==> src/rtl/partial_sum_unit.sv <==
// Purpose: one MSDAP u-group partial sum, sum of +/- x(n-k) into a 40-bit accumulator feeding the shift accumulator.
// Latency: 2 cycles per coefficient; acc_valid in cycle 2*rj_count+2 counting the start cycle as 0.
// Backpressure: coef_ready only in FETCH; stalls indefinitely without coef_valid; start ignored while busy.
module partial_sum_unit #(
  parameter int DATA_W = 16,
  parameter int ACC_W  = 40,
  parameter int ADDR_W = 8
) (
  input  logic              sclk,
  input  logic              reset_n,
  input  logic              start,
  input  logic [ADDR_W-1:0] rj_count,
  input  logic              init_sel,
  input  logic [ACC_W-1:0]  acc_init,
  input  logic              last_group,
  input  logic [DATA_W-1:0] n_index,
  input  logic [ADDR_W-1:0] newest_ptr,
  input  logic [ADDR_W:0]   coef,
  input  logic              coef_valid,
  output logic              coef_ready,
  output logic [ADDR_W-1:0] x_addr,
  input  logic [DATA_W-1:0] x_data,
  output logic [ACC_W-1:0]  acc_out,
  output logic              acc_valid,
  output logic              shift_en,
  output logic              busy
);

  typedef enum logic [1:0] {
    S_IDLE  = 2'd0,
    S_FETCH = 2'd1,
    S_READ  = 2'd2,
    S_DONE  = 2'd3
  } state_t;

  state_t              state_q, state_d;
  logic [ADDR_W-1:0]   rj_q, rj_d;
  logic                last_q, last_d;
  logic [DATA_W-1:0]   n_q, n_d;
  logic [ADDR_W-1:0]   ptr_q, ptr_d;
  logic                sign_q, sign_d;
  logic                zero_q, zero_d;
  logic [ADDR_W-1:0]   cnt_q, cnt_d;
  logic [ACC_W-1:0]    acc_q, acc_d;
  logic [ACC_W-1:0]    acc_out_q, acc_out_d;
  logic                acc_valid_q, acc_valid_d;
  logic                shift_en_q, shift_en_d;
  logic [ADDR_W-1:0]   x_addr_q, x_addr_d;
  logic                busy_q, busy_d;

  logic [ADDR_W-1:0]   coef_k;
  logic [ACC_W-1:0]    term;

  assign coef_k = coef[ADDR_W-1:0];

  // Sample placed at bits [39:16] with sign extension; pre-history samples contribute nothing.
  always_comb begin
    term = '0;
    if (!zero_q) begin
      term = {{(ACC_W-2*DATA_W){x_data[DATA_W-1]}}, x_data, {DATA_W{1'b0}}};
    end
  end

  // Next-state and datapath control for the fetch/read/accumulate sequence.
  always_comb begin
    state_d     = state_q;
    rj_d        = rj_q;
    last_d      = last_q;
    n_d         = n_q;
    ptr_d       = ptr_q;
    sign_d      = sign_q;
    zero_d      = zero_q;
    cnt_d       = cnt_q;
    acc_d       = acc_q;
    acc_out_d   = acc_out_q;
    acc_valid_d = 1'b0;
    shift_en_d  = 1'b0;
    x_addr_d    = x_addr_q;
    busy_d      = busy_q;
    coef_ready  = 1'b0;

    case (state_q)
      S_IDLE: begin
        // A start coinciding with the acc_valid cycle waits one more idle cycle.
        if (start && !acc_valid_q) begin
          rj_d    = rj_count;
          last_d  = last_group;
          n_d     = n_index;
          ptr_d   = newest_ptr;
          cnt_d   = '0;
          acc_d   = init_sel ? acc_init : '0;
          busy_d  = 1'b1;
          state_d = (rj_count == '0) ? S_DONE : S_FETCH;
        end
      end
      S_FETCH: begin
        coef_ready = 1'b1;
        if (coef_valid) begin
          sign_d   = coef[ADDR_W];
          x_addr_d = ptr_q - coef_k;
          zero_d   = {{(DATA_W-ADDR_W){1'b0}}, coef_k} > n_q;
          state_d  = S_READ;
        end
      end
      S_READ: begin
        acc_d   = sign_q ? (acc_q - term) : (acc_q + term);
        cnt_d   = cnt_q + 1'b1;
        state_d = (cnt_d == rj_q) ? S_DONE : S_FETCH;
      end
      S_DONE: begin
        acc_out_d   = acc_q;
        acc_valid_d = 1'b1;
        shift_en_d  = ~last_q;
        busy_d      = 1'b0;
        state_d     = S_IDLE;
      end
      default: state_d = S_IDLE;
    endcase
  end

  // State and datapath registers; reset aborts any group in flight.
  always_ff @(posedge sclk or negedge reset_n) begin
    if (!reset_n) begin
      state_q     <= S_IDLE;
      rj_q        <= '0;
      last_q      <= 1'b0;
      n_q         <= '0;
      ptr_q       <= '0;
      sign_q      <= 1'b0;
      zero_q      <= 1'b0;
      cnt_q       <= '0;
      acc_q       <= '0;
      acc_out_q   <= '0;
      acc_valid_q <= 1'b0;
      shift_en_q  <= 1'b0;
      x_addr_q    <= '0;
      busy_q      <= 1'b0;
    end else begin
      state_q     <= state_d;
      rj_q        <= rj_d;
      last_q      <= last_d;
      n_q         <= n_d;
      ptr_q       <= ptr_d;
      sign_q      <= sign_d;
      zero_q      <= zero_d;
      cnt_q       <= cnt_d;
      acc_q       <= acc_d;
      acc_out_q   <= acc_out_d;
      acc_valid_q <= acc_valid_d;
      shift_en_q  <= shift_en_d;
      x_addr_q    <= x_addr_d;
      busy_q      <= busy_d;
    end
  end

  assign x_addr    = x_addr_q;
  assign acc_out   = acc_out_q;
  assign acc_valid = acc_valid_q;
  assign shift_en  = shift_en_q;
  assign busy      = busy_q;

endmodule

==> config.mk <==
export PLATFORM = sky130hd
export DESIGN_NAME = partial_sum_unit
export DESIGN_NICKNAME = d
export VERILOG_FILES = /design/src/rtl/partial_sum_unit.sv
export SDC_FILE = /design/constraint.sdc
export NUM_CORES = 1
export LEC_CHECK = 0
export CAP_MARGIN = 40
export CORE_MARGIN = 3
export CORE_UTILIZATION = 30
export CTS_CLUSTER_SIZE = 25
export DETAILED_ROUTE_END_ITERATION = 8
export PLACE_DENSITY = 0.63
export SLEW_MARGIN = 20
export SYNTH_ARGS = -nofsm -noshare
export SYNTH_HDL_FRONTEND = slang
export SYNTH_SLANG_ARGS = --single-unit
==> constraint.sdc <==
create_clock -name sclk -period 3.97 [get_ports sclk]
set_clock_uncertainty 0.05 [all_clocks]
set_input_delay 0.5955 -clock sclk [delete_from_list [all_inputs] [get_ports sclk]]
set_output_delay 0.5955 -clock sclk [all_outputs]
set_load 0.02 [all_outputs]
==> out/metrics.cfg <==
[status]
status = finished clean

[synth]
avgSynthCellArea_um2 = 9.08
synth_top_area_frac = 0.443
netlist_area_um2 = 7670
ys_ff_latch = 136
synthCells = 845
synth_common_cells = nand2_1, dfrtp_1, a21oi_1, nor2_1, mux2_2
synth-seq-area-share = 0.443
ys_async_sr_fraction = 1.00
synth-edff-count = 0
ys_warn_count = 0
synth.most_common_cell = nand2_1
synthesis.nets = 989
synth_area_leaders = dfrtp_1, nand2_1, ha_1
synthDistinctLibCells = 55
ys.flop_type = dfrtp_1
synth_top_area_cell = dfrtp_1

[critical_path]
worstPathRequired_ps = 4210
worst-setup-path-type = in2reg
end_kind = register
worst_ep_arrival_time_ps = 4020
crit_chain = clkdlybuf4s50_1 > nor4_4 > and3_2 > a31oi_1 > xor2_1 > nand2b_1 > ha_1 > a21o_1 > a21o_1 > a21o_1 > a21o_1 > a221oi_1 > nor4b_1 > or3_1
crit_top_cell = a21o_1
crit_buf_inv = 1
start_kind = primary input
cp_top_family = compound AO/OA/AOI/OAI gates
slowest_stage = clkdlybuf4s50_1
worstPathMaxFanout = 5
cp_slowest_stage_delay_ps = 460

[timing]
tightest_slew_ps = 683
slew_headroom = 0.543
tns_ps = 0
max_freq_mhz = 265
finalSetupViolCount = 0
finalWorstSetupSlack_ps = 193
period_minus_slack_ps = 3780
finalHoldViolations = 0
post-route-period-util = 0.951
slew_violations = 0
rsz0062_at_grt = false

[clocking]
clk_latency_ps = 420
htreeDepth = 4
cts_made_buffers = 17
clk_pin_slew_ps = 60
clk_path_buf_depth = 2
root_buffer = clkbuf_16
cts_setup_buffers = 0
cts_tree = built
cts_sinks = 136

[global_routing]
grt_use_total = 0.156
grt_overflow_total = 0
antenna_found_initial = 0
grt_pass1_wl_mm = 34.8
grt_max_degree = 74
first_global_vias = 6689

[floorplanning]
row_count = 57
coreArea_um2 = 24700
dieHeight_um = 166
start_util = 0.310
dieArea_um2 = 27500
die_x_um = 166
io_pins = 155

[power_and_ir_drop]
ir_drop_v = 0.000339
p_leak_nw = 4.97
power_mw = 9.44
p_per_area_nw_per_um2 = 884

[route]
via_per_inst = 4.82
drtIter0Drc = 351
vias = 6701
wl_per_cell_um = 15.4
wl_mm = 21.4
drt.antenna.violating_nets = 0
drcViolationCount = 0
drtPass1Iterations = 5

[layout]
nNetsFinal = 1198
diodes = 0
final_core_util = 0.431
area.growth.synth_to_final_pct = 39.1
drive_gt1_frac = 0.156

[placed_design]
post-place-ws_ps = -246
place_hpwl_mm = 15.8
gp_congestion = 0.842
numPortBuffers = 154

[hold_path]
min_path_type = in2async

[run]
cap_violations = 0

[layout by cell type, fill, tap and decap left out, types with 5 or more instances in the layout]
master | Yosys | routed
mux2_2 | 41 | 41
o22ai_1 | 8 | 7
nor2_1 | 52 | 51
o31ai_1 | 6 | 6
clkdlybuf4s50_1 | 0 | 153
xnor2_1 | 25 | 25
nand2b_1 | 17 | 17
xor2_1 | 20 | 20
buf_4 | 1 | 74
and3_1 | 14 | 13
inv_1 | 31 | 31
o21ai_1 | 19 | 19
a21o_1 | 25 | 25
a221oi_1 | 9 | 8
nor4_1 | 5 | 5
clkbuf_16 | 0 | 17
nand3_1 | 28 | 28
ha_1 | 40 | 40
nor2b_1 | 6 | 6
or3_1 | 5 | 5
o21ai_0 | 35 | 35
and2_1 | 5 | 5
nor3_1 | 8 | 7
or2_2 | 5 | 5
a21oi_1 | 54 | 53
nand2_1 | 164 | 163
a31oi_1 | 7 | 7
dfrtp_1 | 136 | 136
[final timing paths]
| path | start | endpoint | slack [ps] | cells past startpoint |
|---|---|---|---|---|
| worst max-delay path | x_data[3] | acc_q[39] | 190 | 14 |
| worst min-delay path | reset_n | acc_out[25] | 100 | 1 |
| worst max register to register | zero_q | acc_q[32] | 560 | 14 |
| worst min register to register | last_q | shift_en | 380 | 1 |
| max in group asynchronous | reset_n | acc_out[9] | 2940 | 2 |
| min in group sclk | last_q | shift_en | 380 | 1 |
[power by group]
part	total (mW)	switching, mW	internal, mW
sequential	2.43	0.426	2.01
clock	1.60	0.645	0.952
combinational	5.41	2.79	2.62
[logic make-up after synthesis]
group / synth area share
multiplexers: 0.0602
AND/OR/NAND/NOR: 0.188
flip-flops: 0.443
adder cells (fa/ha/maj): 0.0678
buffers and inverters: 0.0359
XOR/XNOR: 0.0514
AO/OA/AOI/OAI: 0.153
[stage by stage]
| step | cell area (µm²) | hold slack, ps | std cells |
|---|---|---|---|
| 6_report | 10700 | 105 | 1391 |
| 5_1_grt | 10700 | 145 | 1391 |
| 4_1_cts | 10700 | 118 | 1391 |
| 3_5_place_dp | 10100 | 372 | 1359 |
| 3_3_place_gp | 10100 | 359 | 1358 |
| 2_1_floorplan | 7670 | 250 | 845 |
[state kept, by name (all words and copies together) (netlist names)]
register and count:
acc_out 40, acc_q 40, acc_valid 1, busy 1, cnt_q 8, last_q 1, n_q 16, ptr_q 8
rj_q 8, shift_en 1, sign_q 1, state_q 2, x_addr 8, zero_q 1
[repair_timing]
action                                  in CTS  in global routing
hold buffers                                 0                  0
gates resized for setup                      0                  5
endpoints found under the setup margin       0                  3
[cell type report]
class                      count  area, µm²
inverter                      32        120
timing repair buffer         230       2130
fill                        2466      14100
multi-input combinational    637       4030
clock inverter                12        140
clock buffer                  20        447
sequential                   136       3400
tap                          324        405
[per-layer routing]
metal / up-vias / GRT usage / share of wire
met3: 15 / 0.0414 / 0.051
met5: - / 0 / 0
met4: 0 / 0.0325 / 0.010
met1: 3168 / 0.207 / 0.47
met2: 149 / 0.258 / 0.47
li1: 3369 / - / -
Note: power is estimated with default switching activity, not from simulation.
